File: src/rtl/accumulator_pkg.sv
// Shared definitions for the multi-channel accumulator: dump FSM states,
// add/subtract mode encoding and default widths.
package accumulator_pkg;

    localparam int DEFAULT_WORD_LENGTH = 8;
    localparam int DEFAULT_ACC_LENGTH  = 16;
    localparam int DEFAULT_CHANNELS    = 4;

    localparam logic ACC_ADD = 1'b0;
    localparam logic ACC_SUB = 1'b1;

    typedef enum logic [1:0] {
        IDLE,
        DUMP,
        DONE
    } dump_state_t;

endpackage

File: src/rtl/accumulator_channel.sv
// One accumulation channel: add/subtract of a zero-extended operand, sticky
// carry/borrow flag, and either modular wrap or clamping on overflow.
// Optional feature: define ACCUMULATOR_SATURATE_EN to clamp instead of wrap.
module accumulator_channel
    import accumulator_pkg::*;
#(
    parameter int Acc_Length = DEFAULT_ACC_LENGTH
) (
    input  logic                  clk,
    input  logic                  n_rst,
    input  logic                  load_en,
    input  logic                  clr,
    input  logic                  sub,
    input  logic [Acc_Length-1:0] operand,
    output logic [Acc_Length-1:0] acc,
    output logic                  overflow
);

    logic [Acc_Length:0]   wide_result;
    logic                  carry;
    logic [Acc_Length-1:0] next_value;

    // Compute the next value one bit wider so the top bit is the carry/borrow.
    always_comb begin
        // NOTE: every always_comb output gets a default first, so no path can infer a latch.
        wide_result = '0;
        if (sub == ACC_SUB) begin
            wide_result = {1'b0, acc} - {1'b0, operand};
        end else begin
            wide_result = {1'b0, acc} + {1'b0, operand};
        end
        carry      = wide_result[Acc_Length];
        next_value = wide_result[Acc_Length-1:0];
`ifdef ACCUMULATOR_SATURATE_EN
        if (carry) begin
            next_value = (sub == ACC_SUB) ? '0 : '1;
        end
`endif
    end

    // Accumulator register and sticky overflow; clear takes priority over load.
    always_ff @(posedge clk or negedge n_rst) begin
        // NOTE: sequential state uses non-blocking assignments so all registers update together.
        if (!n_rst) begin
            acc      <= '0;
            overflow <= 1'b0;
        end else if (clr) begin
            acc      <= '0;
            overflow <= 1'b0;
        end else if (load_en) begin
            acc <= next_value;
            if (carry) begin
                overflow <= 1'b1;
            end
        end
    end

endmodule

File: src/rtl/multi_channel_accumulator.sv
// N-channel accumulator with a sequential dump engine that streams every
// channel's value over a valid-qualified port after a rising edge on read.
// Optional feature: define ACCUMULATOR_SATURATE_EN to clamp on overflow.
module multi_channel_accumulator
    import accumulator_pkg::*;
#(
    parameter  int Word_Length = DEFAULT_WORD_LENGTH,
    parameter  int Acc_Length  = DEFAULT_ACC_LENGTH,
    parameter  int Channels    = DEFAULT_CHANNELS,
    localparam int Chan_Bits   = $clog2(Channels)
) (
    input  logic                   clk,
    input  logic                   n_rst,
    input  logic                   enable,
    input  logic                   sub,
    input  logic [Chan_Bits-1:0]   chan_sel,
    input  logic                   clear,
    input  logic                   read,
    input  logic [Word_Length-1:0] Data_Input,
    output logic [Acc_Length-1:0]  Data_Output,
    output logic [Chan_Bits-1:0]   out_chan,
    output logic                   valid_out,
    output logic [Channels-1:0]    overflow,
    output logic                   busy
);

    localparam logic [Chan_Bits-1:0] LAST_CHAN = Chan_Bits'(Channels - 1);

    logic                  sel_valid;
    logic [Acc_Length-1:0] operand;
    logic [Acc_Length-1:0] acc_value [Channels];
    logic                  read_q;
    logic                  start;
    dump_state_t           state;
    logic [Chan_Bits-1:0]  index;

    // Out-of-range selects are dropped; the sample is zero-extended.
    assign sel_valid = (int'(chan_sel) < Channels);
    assign operand   = Acc_Length'(Data_Input);
    assign start     = read & ~read_q;

    for (genvar g = 0; g < Channels; g++) begin : g_chan
        logic hit;
        assign hit = sel_valid && (chan_sel == Chan_Bits'(g));

        accumulator_channel #(
            .Acc_Length (Acc_Length)
        ) u_channel (
            .clk      (clk),
            .n_rst    (n_rst),
            .load_en  (hit & enable),
            .clr      (hit & clear),
            .sub      (sub),
            .operand  (operand),
            .acc      (acc_value[g]),
            .overflow (overflow[g])
        );
    end

    // Register read so a level-held request produces a single start pulse.
    always_ff @(posedge clk or negedge n_rst) begin
        if (!n_rst) begin
            read_q <= 1'b0;
        end else begin
            read_q <= read;
        end
    end

    // Dump FSM: walk every channel once, then spend one cycle in DONE.
    always_ff @(posedge clk or negedge n_rst) begin
        if (!n_rst) begin
            state       <= IDLE;
            index       <= '0;
            Data_Output <= '0;
            out_chan    <= '0;
            valid_out   <= 1'b0;
            busy        <= 1'b0;
        end else begin
            case (state)
                IDLE: begin
                    valid_out <= 1'b0;
                    if (start) begin
                        state <= DUMP;
                        index <= '0;
                        busy  <= 1'b1;
                    end
                end
                DUMP: begin
                    Data_Output <= acc_value[index];
                    out_chan    <= index;
                    valid_out   <= 1'b1;
                    busy        <= 1'b1;
                    if (index == LAST_CHAN) begin
                        state <= DONE;
                        index <= '0;
                    end else begin
                        index <= index + 1'b1;
                    end
                end
                DONE: begin
                    valid_out <= 1'b0;
                    busy      <= 1'b0;
                    state     <= IDLE;
                end
                default: begin
                    state     <= IDLE;
                    valid_out <= 1'b0;
                    busy      <= 1'b0;
                end
            endcase
        end
    end

endmodule

File: config.mk
export PLATFORM = sky130hd
export DESIGN_NAME = multi_channel_accumulator
export DESIGN_NICKNAME = d
export VERILOG_FILES = /design/src/rtl/accumulator_pkg.sv /design/src/rtl/accumulator_channel.sv /design/src/rtl/multi_channel_accumulator.sv
export SDC_FILE = /design/constraint.sdc
export NUM_CORES = 1
export LEC_CHECK = 0
export BUFFER_PORTS_ARGS = -buffer_cell sky130_fd_sc_hd__clkbuf_2
export CAP_MARGIN = 10
export CORE_MARGIN = 10
export CORE_UTILIZATION = 40
export CTS_BUF_LIST = sky130_fd_sc_hd__clkbuf_16
export DETAILED_ROUTE_END_ITERATION = 16
export PLACE_DENSITY = 0.6
export SYNTH_ARGS = -nofsm -noshare
export SYNTH_HDL_FRONTEND = slang
export SYNTH_SLANG_ARGS = --single-unit
File: constraint.sdc
create_clock -name clk -period 4.45 [get_ports clk]
set_clock_uncertainty 0.2 [all_clocks]
set_input_delay 0.89 -clock clk [delete_from_list [all_inputs] [get_ports clk]]
set_output_delay 0.89 -clock clk [all_outputs]
set_load 0.1 [all_outputs]
==> results of run 1 <==
## per-layer routing
| metal | routed length (um) | global-route usage (%) | up-vias |
|---|---|---|---|
| met3 | 778 | 2.54 | 13 |
| met2 | 8270 | 24.3 | 117 |
| met4 | 217 | 4.72 | 0 |
| li1 | - | - | 2700 |
| met1 | 8340 | 20.3 | 2786 |
| met5 | 0 | 0 | - |
## placed cells by master (no fill, tap or decap), drive strengths merged, types with 3 or more instances in the layout
cell      n
dfrtp    93
nand2    73
ha       55
nor2     53
o21ai    51
clkbuf   47
a21oi    37
xnor2    32
inv      25
a22o     22
buf      21
xor2     21
mux2     19
nor2b    19
o31ai    18
mux4     16
a21o     14
o21a     12
a31oi    12
nor3     11
nand2b    9
o41ai     9
o211ai    9
or3       7
or2       7
mux2i     6
and2      5
o22ai     5
nand3     4
fa        4
maj3      3
o2111ai   3
a211o     3
nand4     3
## through the flow
stage	hold slack (ns)	instances	util (%)	instance area (um2)	power, W
finish	0.306	981	45.2	7760	0.00572
global placement	0.284	965	43.4	7450	0.00479
global route	0.322	981	45.2	7760	0.00615
floorplan	0.255	713	-	6960	0.00424
detailed placement	0.295	965	43.4	7450	0.00490
CTS	0.310	981	45.2	7760	0.00575
## cells by family (layout without fill, tap and decap cells)
family	Yosys count	after routing	share of synthesized area (%)
AOI/OAI and AO/OA	213	213	22.4
and+or+nand+nor	198	198	13.4
DFF	93	93	33.4
adders and majority gates	62	62	11.5
xor gates and xnor gates	53	53	6.88
buffers and inverters	53	96	3.29
muxes	41	41	9.11
## worst paths after layout
kind / cells after the start / end / slack, ns
setup reg to reg: 13 / g_chan[1].u_channel.overflow / 1.11
max in group asynchronous: 2 / Data_Output[3] / 2.67
hold reg to reg: 1 / Data_Output[3] / 0.31
min in group asynchronous: 1 / g_chan[2].u_channel.acc[0] / 0.48
hold / removal: 1 / Data_Output[3] / 0.31
setup / recovery: 16 / g_chan[1].u_channel.overflow / 0.36
## sequential cells by signal, summed over array words and instances, names as in the netlist
name                       flops
busy                           1
out_chan                       2
state                          2
g_chan.u_channel.acc          64
index                          2
g_chan.u_channel.overflow      4
read_q                         1
Data_Output                   16
valid_out                      1
## worst register-to-register path: cells and delay by family (launching register included)
kind,cells,cell delay (ns)
adder cells (fa/ha/maj),2,0.61
AO/OA/AOI/OAI,9,1.76
AND/OR/NAND/NOR,1,0.18
flip-flops,1,0.38
buffers and inverters,1,0.05
## synth_stat cells (10+ instances only)
cell	n
dfrtp_1	93
nand2_1	72
ha_1	55
nor2_1	52
a21oi_1	34
o21ai_0	33
xnor2_1	31
a22o_1	22
clkbuf_1	22
inv_1	21
xor2_1	20
mux2_2	19
nor2b_1	19
mux4_2	16
o31ai_1	16
a21o_1	14
o21ai_1	13
o21a_1	12
a31oi_1	11
nor3_1	10
## report_power, final
| part | internal [W] | switching, W | total (W) |
|---|---|---|---|
| clock network | 0.000450 | 0.000377 | 0.000827 |
| logic | 0.00135 | 0.00195 | 0.00330 |
| registers | 0.00118 | 0.000408 | 0.00159 |
## area by class of cell
class / instances / share of cell area, %
inverters: 21 / 1.02
clock inverters: 7 / 1.16
well taps: 225 / 3.63
repair buffers: 59 / 4.48
multi-input cells: 567 / 56.8
clock buffers: 9 / 2.90
flip-flops and latches: 93 / 30.0
==> flow_metrics.env, run 1 <==
export IMPL_rows=48
export IMPL_seqCellArea_mm2=0.00233
export IMPL_r2r_start="g_chan[1].u_channel.acc[0]"
export IMPL_crit_start="Data_Input[1]"
export IMPL_numPortBuffers=39
export IMPL_numCtsBuffers=9
export IMPL_crit_type="input pin to register"
export IMPL_end_kind="register"
export IMPL_detail_route_wl_per_cell_um=18.0
export IMPL_cts_tree="done"
export IMPL_worstHoldStart="Data_Output[3]"
export IMPL_netlist_instances=713
export IMPL_firstDrtPassIters=5
export IMPL_ys_seq_elements=93
export IMPL_finalHoldViolCount=0
export IMPL_post_cts_setup_buffers=0
export IMPL_dpl_worst_slack_ns=-0.0379
export IMPL_max_stage_delay_ns=0.40
export IMPL_synth_main_ff_cell="dfrtp_1"
export IMPL_drt_iter0_markers=264
export IMPL_critPathLaunchType="input pin"
export IMPL_drive_above_1_share_pct=19.8
export IMPL_max_freq_mhz=244
export IMPL_path_buf_inv=3
export IMPL_ys_top_cells_by_area="dfrtp_1, ha_1, mux4_2, xnor2_1, nand2_1"
export IMPL_crit_slowest_cell="fa_1"
export IMPL_critPathTopFamily="compound AO/OA/AOI/OAI gates"
export IMPL_synth_edf_count=0
export IMPL_cts_max_level=3
export IMPL_drcViolationCount=0
export IMPL_cts_sinks=93
export IMPL_drtAntennaViolNets=0
export IMPL_cts_clk_slew_worst_paths_ns=0.07
export IMPL_status="finished clean"
export IMPL_die_area_mm2=0.0231
export IMPL_synth_top_area_share_pct=33.4
export IMPL_grt_pass1_vias=5569
export IMPL_wl_mm=17.6
export IMPL_p_leak_nw=3.55
export IMPL_cts_root_buf="clkbuf_16"
export IMPL_seq_area_frac_synth_pct=33.4
export IMPL_min_path_type="register to register"
export IMPL_multi_input_area_mm2=0.00441
export IMPL_clk_path_buf_depth=2
export IMPL_max_slew_margin_pct=27.5
export IMPL_hpwl_mm=13.3
export IMPL_core_area_mm2=0.0172
export IMPL_die_y_um=152
export IMPL_syn_avg_cell_area_um2=9.77
export IMPL_rsz0062_at_grt="no"
export IMPL_synth_warnings=0
export IMPL_yosys_area_top_type="dfrtp_1"
export IMPL_grt_max_degree=77
export IMPL_syn_area_mm2=0.00696
export IMPL_overflow=0
export IMPL_grt_pass1_wl_mm=29.0
export IMPL_final_setup_tns_ns=0
export IMPL_initial_core_util_pct=40.5
export IMPL_cts_resized=0
export IMPL_vdd_ir_drop_max_v=0.000544
export IMPL_fin_ws_ns=0.359
export IMPL_clock_latency_ns=0.36
export IMPL_place_gp_congestion=0.846
export IMPL_ios=40
export IMPL_holdBufCountCts=0
export IMPL_post_drt_via_cell_ratio=5.72
export IMPL_finalCritPeriodShare_pct=91.9
export IMPL_tightest_slew_ns=1.08
export IMPL_antenna_found_initial=0
export IMPL_finalSetupViolCount=0
export IMPL_area_delta_synth_final_pct=11.5
export IMPL_slew_viol_final=0
export IMPL_synth_cell_types=73
export IMPL_fin_crit_ns=4.09
export IMPL_cp_max_fo=4
export IMPL_die_w_um=152
export IMPL_fin_nets=826
export IMPL_power_density_mw_per_mm2=737
export IMPL_gr_usage_all_layers_pct=15.1
export IMPL_fillCellCount=1614
export IMPL_vias=5616
export IMPL_diodes=0
export IMPL_maxCapViolations=0
export IMPL_syn_nets=788
export IMPL_async_reset_ff_share_pct=100
export IMPL_worstPathArrival_ns=4.09
export IMPL_cp_required_ns=4.45
export IMPL_cp_cell_sequence="clkbuf_2 > inv_1 > ha_1 > mux2_2 > buf_4 > fa_1 > nor2b_1 > o21ai_0 > a21boi_0 > o22ai_2 > a31oi_1 > o211ai_2 > a31oi_4 > o31ai_1 > a311oi_1 > a221oi_1"
Power figures use the tool's default switching activity.
==> inputs of run 2 (changes only) <==
- REMOVE_ABC_BUFFERS: unset -> 1
==> run 2 against run 1 <==
Final area about the same. Worst hold slack worse by 0.016 ns. Setup slack worse by 0.14 ns. Critical path type unchanged. Die area unchanged. Combinational power up 1%.
==> flow_metrics.env, run 2 (synthesized netlist as in run 1, its figures left out) <==
export IMPL_grt_pass1_vias=5598
export IMPL_drtAntennaViolNets=0
export IMPL_fin_nets=827
export IMPL_clock_latency_ns=0.35
export IMPL_wl_mm=17.6
export IMPL_worst_path_stages=17
export IMPL_fin_cells=980
export IMPL_drt_iter0_markers=406
export IMPL_cts_sinks=93
export IMPL_core_area_mm2=0.0172
export IMPL_min_path_type="register to register"
export IMPL_crit_slowest_cell="o31ai_1"
export IMPL_regMostFlops="g_chan.u_channel.acc"
export IMPL_end_kind="register"
export IMPL_diodes=0
export IMPL_grt_pass1_wl_mm=29.3
export IMPL_numCtsBuffers=9
export IMPL_maxCapViolations=0
export IMPL_finalHoldViolCount=0
export IMPL_worstPathArrival_ns=4.27
export IMPL_rows=48
export IMPL_detail_route_wl_per_cell_um=18.0
export IMPL_final_common_cell="dfrtp_1"
export IMPL_final_setup_tns_ns=0
export IMPL_fillCellCount=1665
export IMPL_post_drt_via_cell_ratio=5.67
export IMPL_clk_path_buf_depth=2
export IMPL_cts_clk_slew_worst_paths_ns=0.06
export IMPL_place_inst=965
export IMPL_crit_type="input pin to register"
export IMPL_min_path_cells=2
export IMPL_holdBufCountCts=0
export IMPL_seqCellArea_mm2=0.00233
export IMPL_p_leak_nw=3.56
export IMPL_finalSetupViolCount=0
export IMPL_initial_core_util_pct=40.5
export IMPL_cts_tree="done"
export IMPL_ios=40
export IMPL_slew_viol_final=0
export IMPL_cp_max_fo=3
export IMPL_cp_required_ns=4.50
export IMPL_worstHoldStart="g_chan[3].u_channel.overflow"
export IMPL_path_buf_inv=3
export IMPL_rrSetupSlack_ns=1.10
export IMPL_place_gp_congestion=0.885
export IMPL_reg2reg_depth=13
export IMPL_vdd_ir_drop_max_v=0.000309
export IMPL_max_slew_margin_pct=35.7
export IMPL_r2r_start="g_chan[1].u_channel.acc[0]"
export IMPL_overflow=0
export IMPL_die_y_um=152
export IMPL_cts_resized=0
export IMPL_fin_ws_ns=0.223
export IMPL_cp_cell_sequence="clkbuf_2 > inv_1 > ha_1 > nor2_1 > xnor2_1 > buf_4 > ha_1 > nor2b_1 > o21ai_0 > a21boi_0 > o22ai_2 > a31oi_1 > o211ai_2 > a31oi_4 > o31ai_1 > a311oi_1 > a221oi_1"
export IMPL_reg_top3="g_chan.u_channel.acc x64, Data_Output x16, g_chan.u_channel.overflow x4"
export IMPL_gr_usage_all_layers_pct=15.2
export IMPL_area_delta_synth_final_pct=11.4
export IMPL_final_cell_mix="dfrtp_1, nand2_1, ha_1"
export IMPL_drive_above_1_share_pct=19.3
export IMPL_critPathTopFamily="compound AO/OA/AOI/OAI gates"
export IMPL_power_density_mw_per_mm2=738
export IMPL_firstDrtPassIters=5
export IMPL_hpwl_mm=13.2
export IMPL_crit_start="Data_Input[1]"
export IMPL_multi_input_area_mm2=0.00441
export IMPL_rsz0062_at_grt="no"
export IMPL_min_to="g_chan[3].u_channel.overflow"
export IMPL_crit_path_frequent_cell="ha_1"
export IMPL_die_w_um=152
export IMPL_cts_max_level=3
export IMPL_antenna_found_initial=0
export IMPL_tightest_slew_ns=0.965
export IMPL_status="finished clean"
export IMPL_drcViolationCount=0
export IMPL_dpl_worst_slack_ns=-0.0869
export IMPL_holdWs_ns=0.289
export IMPL_r2r_end="g_chan[1].u_channel.overflow"
export IMPL_fin_crit_ns=4.23
export IMPL_grt_max_degree=75
export IMPL_largest_reg_flops=64
export IMPL_die_area_mm2=0.0231
export IMPL_max_stage_delay_ns=0.47
export IMPL_post_cts_setup_buffers=0
export IMPL_max_freq_mhz=237
export IMPL_vias=5554
export IMPL_numPortBuffers=39
export IMPL_cts_root_buf="clkbuf_16"
export IMPL_finalCritPeriodShare_pct=95.0
export IMPL_critPathLaunchType="input pin"
run 2: stage by stage:
| step | area [um2] | power [W] | util [%] |
|---|---|---|---|
| 2_1_floorplan | 6810 | 0.00418 | - |
| 3_3_place_gp | 7450 | 0.00481 | 43.4 |
| 3_5_place_dp | 7450 | 0.00491 | 43.4 |
| 4_1_cts | 7750 | 0.00574 | 45.1 |
| 5_1_grt | 7760 | 0.00615 | 45.2 |
| 6_report | 7760 | 0.00573 | 45.2 |
run 2: area by class of cell:
cell class                 instances  share of cell area [%]
clock inverter                     5                   0.919
clock buffer                       9                    2.90
sequential                        93                    30.0
tap                              225                    3.63
inverter                          21                    1.02
timing repair buffer              60                    4.68
multi-input combinational        567                    56.9
run 2: power by group:
part           switching [W]  internal, W
logic                0.00197      0.00137
clock network       0.000330     0.000481
registers           0.000399      0.00119
total                0.00270      0.00303
run 2: worst max-delay path by stage:
stage / end / slack, ns
floorplan: g_chan[2].u_channel.overflow / 0.19
global placement: g_chan[1].u_channel.overflow / -0.04
detailed placement: g_chan[1].u_channel.overflow / -0.09
CTS: g_chan[1].u_channel.overflow / 0.26
global route: g_chan[1].u_channel.acc[15] / 0.02
finish: g_chan[1].u_channel.overflow / 0.22
run 2: tightest hold or removal path, cell delays in order, from the launching register on:
cell and delay [ns]:
dfrtp_1 0.34, nand2_1 0.05, o21ai_1 0.06
run 2: per-layer routing:
metal | vias to the layer above | track usage (%) | part of all wire (%)
li1 | 2699 | - | -
met5 | - | 0 | 0
met3 | 30 | 1.98 | 3.7
met1 | 2721 | 20.5 | 47
met4 | 0 | 6.01 | 2.5
met2 | 104 | 24.3 | 46
==> inputs of run 3 (changes only) <==
- CORE_ASPECT_RATIO: unset -> 0.6
==> run 3 against run 2 <==
Core utilization rose by 0.34 points. Register-to-register slack improved by 0.09 ns. Combinational power barely moved. Sequential power rose by 4%. Fmax rose by 2.4%. Via count rose by 2.0%. Total power rose by 0.78%. First-iteration DRC count rose by 40%. Non-clock buffer count rose by 4. Critical path depth fell by 1.
==> flow_metrics.env, run 3 (synthesized netlist as in run 1, its figures left out) <==
export IMPL_die_area_mm2=0.0233
export IMPL_largest_reg_flops=64
export IMPL_vdd_ir_drop_max_v=0.000264
export IMPL_finalCritPeriodShare_pct=92.7
export IMPL_design_area_mm2=0.00780
export IMPL_tightest_slew_ns=1.05
export IMPL_cts_clk_slew_worst_paths_ns=0.07
export IMPL_die_w_um=190
export IMPL_grt_max_degree=56
export IMPL_end_kind="register"
export IMPL_cts_max_level=3
export IMPL_rrSetupSlack_ns=1.19
export IMPL_r2r_end="g_chan[1].u_channel.overflow"
export IMPL_cts_resized=0
export IMPL_gr_usage_all_layers_pct=16.9
export IMPL_numCtsBuffers=9
export IMPL_reg2reg_depth=13
export IMPL_crit_type="input pin to register"
export IMPL_finish_utilization_pct=45.5
export IMPL_initial_core_util_pct=40.7
export IMPL_grt_pass1_vias=5628
export IMPL_numPortBuffers=39
export IMPL_rsz0062_at_grt="no"
export IMPL_post_cts_setup_buffers=0
export IMPL_fillCellCount=1635
export IMPL_detail_route_wl_per_cell_um=19.1
export IMPL_final_cell_mix="dfrtp_1, nand2_1, ha_1"
export IMPL_min_path_cells=2
export IMPL_place_inst=978
export IMPL_final_common_cell="dfrtp_1"
export IMPL_place_area_mm2=0.00749
export IMPL_rows=37
export IMPL_reg_top3="g_chan.u_channel.acc x64, Data_Output x16, g_chan.u_channel.overflow x4"
export IMPL_die_y_um=122
export IMPL_slew_viol_final=0
export IMPL_clk_path_buf_depth=2
export IMPL_worstHoldStart="g_chan[3].u_channel.overflow"
export IMPL_finalHoldViolCount=0
export IMPL_max_freq_mhz=242
export IMPL_min_path_type="register to register"
export IMPL_regMostFlops="g_chan.u_channel.acc"
export IMPL_antenna_found_initial=0
export IMPL_vias=5665
export IMPL_firstDrtPassIters=5
export IMPL_maxCapViolations=0
export IMPL_cts_tree="done"
export IMPL_place_gp_congestion=0.894
export IMPL_post_drt_via_cell_ratio=5.69
export IMPL_fin_cells=995
export IMPL_grt_pass1_wl_mm=30.8
export IMPL_holdBufCountCts=0
export IMPL_fin_nets=831
export IMPL_diodes=0
export IMPL_finalSetupViolCount=0
export IMPL_worstPathArrival_ns=4.17
export IMPL_critPathLaunchType="input pin"
export IMPL_hpwl_mm=14.5
export IMPL_drtAntennaViolNets=0
export IMPL_core_area_mm2=0.0171
export IMPL_ios=40
export IMPL_r2r_start="g_chan[1].u_channel.acc[0]"
export IMPL_max_slew_margin_pct=29.9
export IMPL_min_to="g_chan[3].u_channel.overflow"
export IMPL_drive_above_1_share_pct=20.1
export IMPL_dpl_worst_slack_ns=-0.0111
export IMPL_status="finished clean"
export IMPL_wl_mm=19.0
export IMPL_cp_required_ns=4.49
export IMPL_fin_ws_ns=0.323
export IMPL_cts_root_buf="clkbuf_16"
export IMPL_overflow=0
export IMPL_clock_latency_ns=0.35
export IMPL_power_density_mw_per_mm2=741
export IMPL_drt_iter0_markers=568
export IMPL_p_leak_nw=3.56
export IMPL_cts_sinks=93
export IMPL_fin_crit_ns=4.13
export IMPL_cp_max_fo=5
export IMPL_drcViolationCount=0
export IMPL_area_delta_synth_final_pct=12.0
run 3: per-stage QoR:
stage | hold WS (ns) | power, W | TNS [ns]
3_5_place_dp | 0.283 | 0.00496 | -0.0111
6_report | 0.291 | 0.00578 | 0
3_3_place_gp | 0.279 | 0.00484 | 0
2_1_floorplan | 0.258 | 0.00418 | 0
4_1_cts | 0.300 | 0.00577 | 0
5_1_grt | 0.319 | 0.00619 | 0
run 3: power by group:
part           switching (W)  internal (W)  total [W]  leakage (nW)
Combinational        0.00195       0.00138    0.00333          2.23
Clock               0.000349      0.000432   0.000781         0.136
Sequential          0.000478       0.00118    0.00166          1.19
run 3: how the worst max path moves through the flow:
stage                  start                            to  slack (ns)  cells after the start
6_report       Data_Input[0]   g_chan[2].u_channel.acc[12]        0.32                     16
5_1_grt        Data_Input[1]   g_chan[0].u_channel.acc[15]        0.06                     16
4_1_cts        Data_Input[0]  g_chan[2].u_channel.overflow        0.36                     16
3_5_place_dp   Data_Input[0]  g_chan[2].u_channel.overflow       -0.01                     16
3_3_place_gp   Data_Input[1]   g_chan[2].u_channel.acc[15]        0.07                     16
2_1_floorplan  Data_Input[4]  g_chan[2].u_channel.overflow        0.19                     11
run 3: metal layers:
layer	routed length [um]	vias to the layer above	track usage, %
met4	278	0	4.55
met5	0	-	0
met1	9810	2761	25.1
met2	7570	171	23.4
li1	-	2709	-
met3	1360	24	4.42
run 3: cell type report:
| type | instances | area (um2) | area share [%] |
|---|---|---|---|
| tap | 234 | 293 | 3.75 |
| clock inverter | 7 | 66.3 | 0.850 |
| sequential | 93 | 2330 | 29.8 |
| inverter | 21 | 78.8 | 1.01 |
| timing repair buffer | 64 | 393 | 5.04 |
| multi-input combinational | 567 | 4410 | 56.6 |
| clock buffer | 9 | 225 | 2.89 |
run 3: critical path, stage by stage:
cell      delay (ns)
clkbuf_2        0.09
buf_4           0.16
nor3_2          0.16
nor2_1          0.07
xnor2_1         0.50
ha_1            0.39
o21a_1          0.21
o31a_1          0.13
or3_1           0.31
o21ai_1         0.15
o211ai_2        0.16
a41oi_1         0.38
nand2b_1        0.09
a21oi_1         0.19
xnor2_1         0.08
a22o_1          0.20
